<file path="src/rtl/wb_region_mux.sv">
// Wishbone pipelined region crossbar: one master, NPORTS slaves.
// Drain-before-switch, unmapped-access errors and hung-slave timeout.
module wb_region_mux #(
    parameter int NPORTS = 4,
    parameter int AW = 32,
    parameter int DW = 32,
    parameter int REGION_BITS = 4,
    parameter logic [NPORTS*REGION_BITS-1:0] PORT_MAP =
        {4'hf, 4'h7, 4'h3, 4'h0},
    parameter int MAXOUT = 4,
    parameter int TIMEOUT = 1023
) (
    input  logic                   clk_i,
    input  logic                   rst_i,
    input  logic                   m_cyc,
    input  logic                   m_stb,
    input  logic                   m_we,
    input  logic [DW/8-1:0]        m_sel,
    input  logic [AW-1:0]          m_adr,
    input  logic [DW-1:0]          m_dat_i,
    output logic [DW-1:0]          m_dat_o,
    output logic                   m_ack,
    output logic                   m_err,
    output logic                   m_stall,
    output logic [NPORTS-1:0]      s_cyc,
    output logic [NPORTS-1:0]      s_stb,
    output logic                   s_we,
    output logic [DW/8-1:0]        s_sel,
    output logic [AW-1:0]          s_adr,
    output logic [DW-1:0]          s_dat_o,
    input  logic [NPORTS*DW-1:0]   s_dat_i,
    input  logic [NPORTS-1:0]      s_ack,
    input  logic [NPORTS-1:0]      s_err,
    input  logic [NPORTS-1:0]      s_stall,
    output logic                   timeout_o
);

    localparam int OW = $clog2(MAXOUT + 1);
    localparam int TW = $clog2(TIMEOUT + 1);
    localparam int PW = (NPORTS > 1) ? $clog2(NPORTS) : 1;

    typedef enum logic [1:0] {IDLE, BUSY, UNMAP, ERR} state_t;

    state_t            state, state_n;
    logic [PW-1:0]     act, act_n;
    logic [OW-1:0]     outs, outs_n;
    logic [TW-1:0]     timer, timer_n;
    logic              epend, epend_n;
    logic [REGION_BITS-1:0] region;
    logic [PW-1:0]     hit_idx;
    logic              any_hit;
    logic              accept, resp, same;
    logic [DW-1:0]     sdat [NPORTS];

    assign s_we    = m_we;
    assign s_sel   = m_sel;
    assign s_adr   = m_adr;
    assign s_dat_o = m_dat_i;
    assign region  = m_adr[AW-1 -: REGION_BITS];

    for (genvar g = 0; g < NPORTS; g++) begin : g_dat
        assign sdat[g] = s_dat_i[g*DW +: DW];
    end

    // Scan downwards so the lowest matching port wins.
    always_comb begin
        any_hit = 1'b0;
        hit_idx = '0;
        for (int i = NPORTS - 1; i >= 0; i--) begin
            if (region == PORT_MAP[i*REGION_BITS +: REGION_BITS]) begin
                any_hit = 1'b1;
                hit_idx = PW'(i);
            end
        end
    end

    always_comb begin
        state_n   = state;
        act_n     = act;
        outs_n    = outs;
        timer_n   = timer;
        epend_n   = 1'b0;
        s_cyc     = '0;
        s_stb     = '0;
        m_ack     = 1'b0;
        m_err     = 1'b0;
        m_stall   = 1'b0;
        m_dat_o   = '0;
        timeout_o = 1'b0;
        accept    = 1'b0;
        resp      = 1'b0;
        same      = any_hit && (hit_idx == act);
        if (rst_i) begin
            state_n = IDLE;
            act_n   = '0;
            outs_n  = '0;
            timer_n = '0;
        end else if (!m_cyc) begin
            state_n = IDLE;
            outs_n  = '0;
            timer_n = '0;
        end else begin
            unique case (state)
                IDLE, UNMAP: begin
                    m_err   = epend;
                    timer_n = '0;
                    if (m_stb && any_hit) begin
                        s_cyc[hit_idx] = 1'b1;
                        s_stb[hit_idx] = 1'b1;
                        m_stall = s_stall[hit_idx];
                        act_n   = hit_idx;
                        state_n = BUSY;
                        outs_n  = OW'(!s_stall[hit_idx]);
                    end else if (m_stb) begin
                        epend_n = 1'b1;
                        state_n = UNMAP;
                    end
                end
                BUSY: begin
                    s_cyc[act] = 1'b1;
                    m_dat_o = sdat[act];
                    if (outs != '0) begin
                        m_ack = s_ack[act];
                        m_err = s_err[act];
                    end
                    resp = m_ack | m_err;
                    if (m_stb && same) begin
                        if (outs == OW'(MAXOUT)) begin
                            m_stall = 1'b1;
                        end else begin
                            s_stb[act] = 1'b1;
                            m_stall = s_stall[act];
                            accept  = !s_stall[act];
                        end
                    end else if (m_stb && outs != '0) begin
                        m_stall = 1'b1;
                    end else if (m_stb && any_hit) begin
                        s_cyc          = '0;
                        s_cyc[hit_idx] = 1'b1;
                        s_stb[hit_idx] = 1'b1;
                        m_stall = s_stall[hit_idx];
                        act_n   = hit_idx;
                        accept  = !s_stall[hit_idx];
                    end else if (m_stb) begin
                        s_cyc   = '0;
                        epend_n = 1'b1;
                        state_n = UNMAP;
                    end
                    outs_n  = outs + OW'(accept) - OW'(resp);
                    timer_n = (outs != '0 && !resp) ? timer + TW'(1) : '0;
                    // Hung slave: abandon the cycle toward it entirely.
                    if (timer == TW'(TIMEOUT)) begin
                        s_cyc     = '0;
                        s_stb     = '0;
                        m_ack     = 1'b0;
                        m_err     = 1'b1;
                        m_stall   = 1'b1;
                        timeout_o = 1'b1;
                        act_n     = act;
                        outs_n    = '0;
                        timer_n   = '0;
                        epend_n   = 1'b0;
                        state_n   = ERR;
                    end
                end
                ERR: m_stall = 1'b1;
                default: state_n = IDLE;
            endcase
        end
    end

    always_ff @(posedge clk_i or posedge rst_i) begin
        if (rst_i) begin
            state <= IDLE;
            act   <= '0;
            outs  <= '0;
            timer <= '0;
            epend <= 1'b0;
        end else begin
            state <= state_n;
            act   <= act_n;
            outs  <= outs_n;
            timer <= timer_n;
            epend <= epend_n;
        end
    end

endmodule
</file>
<file path="config.mk">
export PLATFORM = sky130hd
export DESIGN_NAME = wb_region_mux
export DESIGN_NICKNAME = d
export VERILOG_FILES = /design/src/rtl/wb_region_mux.sv
export SDC_FILE = /design/constraint.sdc
export NUM_CORES = 1
export LEC_CHECK = 0
export ABC_AREA = 1
export CELL_PAD_IN_SITES_DETAIL_PLACEMENT = 1
export CELL_PAD_IN_SITES_GLOBAL_PLACEMENT = 2
export CORE_UTILIZATION = 13
export DETAILED_ROUTE_END_ITERATION = 12
export PLACE_DENSITY = 0.85
export SLEW_MARGIN = 10
export SYNTH_ARGS = -nofsm -noshare
export SYNTH_HDL_FRONTEND = slang
export SYNTH_SLANG_ARGS = --single-unit
export TNS_END_PERCENT = 1
</file>
<file path="constraint.sdc">
create_clock -name clk_i -period 2.7 [get_ports clk_i]
set_input_delay 0.54 -clock clk_i [delete_from_list [all_inputs] [get_ports clk_i]]
set_output_delay 0.54 -clock clk_i [all_outputs]
set_load 0.01 [all_outputs]
</file>
; Word level (Yosys, flattened, before mapping)
; Cells that the tools add are included.
[op_classes]
add_sub_neg = 3
n_lt_le_gt_ge = 5
eq_ne = 17
mux = 111
bitwise = 2
reduce_logical = 19
[ops]
columns = op, count
row1 = $mux W32, 5
row2 = $bmux W32 S2, 1
row3 = $mux W4, 14
row4 = $mux W1, 50
row5 = $mux W10, 4
row6 = $mux W2, 18
row7 = $pmux W10 S2, 1
row8 = $pmux W4 S2, 2
row9 = $ne A5 B5 Y1 const B, 3
row10 = $mux W3, 4
row11 = $add A10 B1 Y10 const B, 1
row12 = $eq A10 B10 Y1 const B, 1
row13 = $ne A3 B3 Y1 const B, 3
row14 = $bmux W1 S2, 4
row15 = $pmux W2 S2, 2
row16 = $logic_and A1 B1 Y1, 7
row17 = $lt A2 B3 Y1 const B, 2
row18 = $pmux W3 S2, 1
row19 = $reduce_bool A3 Y1, 2
row20 = $reduce_and A5 Y1, 1
row21 = $demux W1 S2, 2
row22 = $eq A2 B2 Y1 const B, 2
row23 = $eq A4 B2 Y1 const B, 1
row24 = $eq A4 B3 Y1 const B, 1
row25 = 21 further kinds, 25
[totals]
regBits = 18
inputBits = 213
output_inout_bits = 113
wordCells = 162

; Longest topological paths before layout
[logic_depth]
ltp_word = 20
depth_mapped = 17
mapped_depth_nobuf = 17

; Worst setup path before layout
; OpenSTA, ideal clock, no wires.
[synth_timing]
path_type = input port to flip-flop
from = in m_adr[31]
to = reg outs[2]
setup_time_ps = 136
arrival_time_ps = 2415
required_ps = 2564
slack_ps = 149
stages = 16
path_buffers = 0
cell_sequence = nor2_1 > nand2_1 > nand2_4 > nand3_2 > nor2_4 > o21ai_1 > o21ai_0 > ha_1 > inv_1 > ha_1 > inv_1 > fa_1 > xor2_1 > inv_1 > nand4_1 > o21ai_0
[synth_via]
elab_chain_len = 20
elab_cells_between_ends = 33
classes_between = add/sub: 2 / eq/ne: 5 / mux: 20 / reduce/logical: 6
[synth_lines]
columns = item, line_no
row1 = start: declaration, 19  ; input logic [AW-1:0] m_adr,
row2 = $eq A4 B4 Y1, 70  ; if (region == PORT_MAP[i*REGION_BITS +: REGION_BITS]) begin
row3 = $mux W2 (4 in a row), 70
row4 = $bmux W1 S2, 143  ; accept = !s_stall[hit_idx];
row5 = $mux W1 (not written as such), 143
row6 = $logic_not A1 Y1, 143
row7 = $mux W1, 137  ; end else if (m_stb && any_hit) begin
row8 = $mux W1, 135  ; end else if (m_stb && outs != '0) begin
row9 = $mux W1, 127  ; if (m_stb && same) begin
row10 = $mux W1, 103  ; unique case (state)
row11 = $mux W1, 98  ; end else if (!m_cyc) begin
row12 = $mux W1, 93  ; if (rst_i) begin
row13 = $add A3 B1 Y3, 149  ; outs_n = outs + OW'(accept) - OW'(resp);
row14 = $sub A3 B1 Y3, 149
row15 = $mux W3, 152  ; if (timer == TW'(TIMEOUT)) begin
row16 = $pmux W3 S2, 103
row17 = $mux W3, 98
row18 = $mux W3, 93
row19 = end signal: assignment, 182  ; outs <= outs_n;
row20 = end: declaration, 46  ; logic [OW-1:0] outs, outs_n;
; Parallel ways exist; a longest one is shown, timed or not. The select of a mux whose other input is x is not followed.
; A chain may end at the register's enable or synchronous reset.

; Worst setup path in the final report
[layout_timing]
from = in m_stb
to = reg outs[1]
[layout_via]
elab_chain_len = 13
elab_cells_between_ends = 17
classes_between = add/sub: 2 / eq/ne: 1 / mux: 10 / reduce/logical: 4
[layout_lines]
columns = item, line_no
row1 = start: declaration, 16  ; input logic m_stb,
row2 = $logic_and A1 B1 Y1, "107, 137"
row3 = $mux W1, 137
row4 = $mux W1, 135
row5 = $mux W1, 127
row6 = $mux W1, 103
row7 = $mux W1, 98
row8 = $mux W1, 93
row9 = $add A3 B1 Y3, 149
row10 = $sub A3 B1 Y3, 149
row11 = $mux W3, 152
row12 = $pmux W3 S2, 103
row13 = $mux W3, 98
row14 = $mux W3, 93
; Parallel ways exist; a longest one is shown, timed or not. The select of a mux whose other input is x is not followed.

==> flow_metrics.env <==
export IMPL_start_kind="input pin"
export IMPL_rr_startpoint="outs[0]"
export IMPL_viasPerCell=4.12
export IMPL_use_met2_pct=23.2
export IMPL_grt_max_degree=39
export IMPL_antennaDiodeCount=0
export IMPL_fill_cells=2950
export IMPL_netlist_instances=498
export IMPL_p_sw_share_pct=29.7
export IMPL_synth_cell_types=39
export IMPL_grt_usage_pct=13.0
export IMPL_worst_setup_path_type="in -> reg"
export IMPL_setup_viol=3
export IMPL_rsz0062_at_grt="true"
export IMPL_cts_made_buffers=3
export IMPL_skew_ns=0.00115
export IMPL_worst_slack_ns=-0.111
export IMPL_io_buffers=195
export IMPL_fin_nets=895
export IMPL_period_needed_ns=2.81
export IMPL_min_to="timer[1]"
export IMPL_rows=56
export IMPL_initial_core_util_pct=13.3
export IMPL_avgSynthCellArea_sq_um=6.29
export IMPL_netlist_top_cells_area="buf_4 (17%), dfrtp_1 (14%), nand3_1 (14%)"
export IMPL_r2r_end="outs[1]"
export IMPL_drive_gt1_share_pct=22.6
export IMPL_clkPwrFrac_pct=26.7
export IMPL_min_from="timer[1]"
export IMPL_antenna_found_initial=0
export IMPL_hold_buffers=0
export IMPL_leakage_nw=2.32
export IMPL_regArea_sq_um=453
export IMPL_seqPwrFrac_pct=24.9
export IMPL_grt_pass1_vias=4498
export IMPL_synth_seq_cells=18
export IMPL_htreeDepth=1
export IMPL_p_int_mw=0.794
export IMPL_area_delta_synth_final_pct=76.4
export IMPL_met1_usage_pct=15.6
export IMPL_cpMaxStageDelayCell="fa_2"
export IMPL_tightest_slew_ns=0.558
export IMPL_syn_area_sq_um=3130
export IMPL_holdWs_ns=0.518
export IMPL_drt_iter0_drc=132
export IMPL_vias=4108
export IMPL_clock_latency_ns=0.25
export IMPL_reg2regPathDepth=12
export IMPL_root_buffer="clkbuf_16"
export IMPL_grt_pass1_wl_mm=24.8
export IMPL_die_area_sq_um=24700
export IMPL_r2r_setup_slack_ns=0.02
export IMPL_powerDensity_nw_per_um2=205
export IMPL_worstPathRequired_ns=2.81
export IMPL_gr_total_overflow=0
export IMPL_synth_top_area_cell="buf_4"
export IMPL_critPathCaptureType="flip-flop"
export IMPL_tritoncts="done"
export IMPL_switching_power_mw=0.336
export IMPL_crit_arrival_ns=2.92
export IMPL_routedWlPerCell_microns=16.4
export IMPL_combPwrFrac_pct=48.4
export IMPL_final_common_cell="clkdlybuf4s50_1"
export IMPL_core_area_sq_um=23500
export IMPL_ios=326
export IMPL_status="finished, violations left"
export IMPL_multi_input_area_sq_um=2000
export IMPL_path_max_fanout=4
export IMPL_die_x_microns=157
export IMPL_mostFrequentLayoutCells="clkdlybuf4s50_1 (147), nand3_1 (86), buf_4 (69)"
export IMPL_first_pass_iters=4
export IMPL_finalCritPeriodShare_pct=104
export IMPL_synth_nets=715
export IMPL_cts_max_path_buffers=2
export IMPL_holdPathStages=2
export IMPL_hpwl_mm=13.6
export IMPL_clk_pin_slew_worst_paths_ns=0.05
export IMPL_drv_slew=0
export IMPL_finalHoldViolCount=0
export IMPL_drc=0
export IMPL_crit_chain="clkdlybuf4s50_1 > buf_4 > nand3_4 > nor2_4 > o21ai_2 > o21ai_1 > ha_1 > inv_1 > ha_2 > inv_2 > fa_2 > nand3b_1 > o21ai_0"
export IMPL_gp_congestion=0.822
export IMPL_design_area_sq_um=5530
export IMPL_die_y_microns=157
export IMPL_grt_use_met3_pct=2.62
export IMPL_cap_violations=0
export IMPL_synth_warnings=0
export IMPL_max_stage_delay_ns=0.56
export IMPL_fmax_mhz=356
export IMPL_cts_sinks=18
export IMPL_grt_busiest_layer="met2"
export IMPL_wl_mm=16.3
export IMPL_tns_ns=-0.203
export IMPL_synth_top_area_share_pct=16.8
export IMPL_place_area_sq_um=5410
export IMPL_hold_path_class="reg -> reg"
export IMPL_yosysSeqAreaShare_pct=14.4
export IMPL_violations="negative setup slack"
export IMPL_slew_limit_headroom_pct=62.6
export IMPL_final_antenna_net_count=0
export IMPL_ir_worst_vdd_v=0.000219
[sequential cells by signal, summed over array words and instances (netlist names)]
name   cells
state      2
outs       3
epend      1
act        2
timer     10
[worst max-delay path by stage]
stage | startpoint | endpoint | slack (ns) | cells past startpoint
2_1_floorplan | m_adr[31] | outs[2] | 0.15 | 16
3_3_place_gp | m_adr[28] | outs[2] | -0.64 | 16
3_5_place_dp | m_adr[29] | outs[2] | -0.73 | 18
4_1_cts | m_adr[30] | outs[1] | -0.26 | 17
5_1_grt | m_adr[31] | outs[2] | -0.19 | 16
6_report | m_stb | outs[1] | -0.11 | 13
[power by group through the flow]
stage	clock network [mW]	logic, mW	registers (mW)
final	0.302	0.547	0.281
after global routing	0.327	0.597	0.282
after CTS	0.308	0.544	0.282
after detailed placement	0	0.535	0.286
after global placement	0	0.529	0.286
after floorplan	0	0.279	0.283
[cell usage after synthesis, drive strengths merged]
| cell | count |
|---|---|
| xor2 | 4 |
| o21ai | 16 |
| a31oi | 34 |
| a21o | 1 |
| a31o | 1 |
| o21bai | 1 |
| dfrtp | 18 |
| inv | 39 |
| buf | 77 |
| a22oi | 32 |
| a21oi | 13 |
| o22ai | 1 |
| clkinv | 2 |
| clkbuf | 17 |
| o221ai | 1 |
| nand3b | 2 |
| nor3 | 6 |
| nand3 | 89 |
| o211ai | 2 |
| a22o | 1 |
| nand2 | 76 |
| o21a | 1 |
| nand4 | 5 |
| nor2 | 52 |
| fa | 1 |
| xnor2 | 3 |
| ha | 3 |
[through the flow]
| step | utilization [%] | total power [mW] | setup slack, ns | cells |
|---|---|---|---|---|
| after detailed placement | 23.0 | 0.822 | -0.731 | 987 |
| after floorplan | - | 0.562 | 0.149 | 498 |
| after global placement | 23.0 | 0.815 | -0.642 | 987 |
| after global routing | 23.5 | 1.21 | -0.190 | 996 |
| after CTS | 23.3 | 1.13 | -0.256 | 993 |
| final | 23.5 | 1.13 | -0.111 | 996 |
[repair_timing]
action	CTS	global route
setup buffers	2	3
pin swaps	6	7
resized for setup	77	58
setup endpoints to repair	47	42
[routing by layer]
layer,part of all wire (%),up-vias
met5,0,-
met1,42,1911
met2,50,155
met4,2.4,0
met3,5.7,24
li1,-,2018
[final cells by class]
class | instances | area share (%)
Timing Repair Buffer | 269 | 44.1
Sequential cell | 18 | 8.20
Inverter | 41 | 2.92
Tap cell | 319 | 7.22
Multi-Input combinational cell | 345 | 36.2
Clock buffer | 4 | 1.43
[kinds of logic after synthesis]
kind of cell	Yosys count	synth area share, %
xor+xnor	7	1.96
simple gates	230	35.1
compound gates	104	21.6
buf+inv	135	25.2
fa+ha+maj	4	1.84
flops	18	14.4
[worst max-delay path: cells and delay by family]
kind | cells | cell delay [ns]
simple gates | 3 | 0.35
buf+inv | 4 | 0.78
compound gates | 3 | 0.27
fa+ha+maj | 3 | 0.97
(Power assumes the default switching activity.)
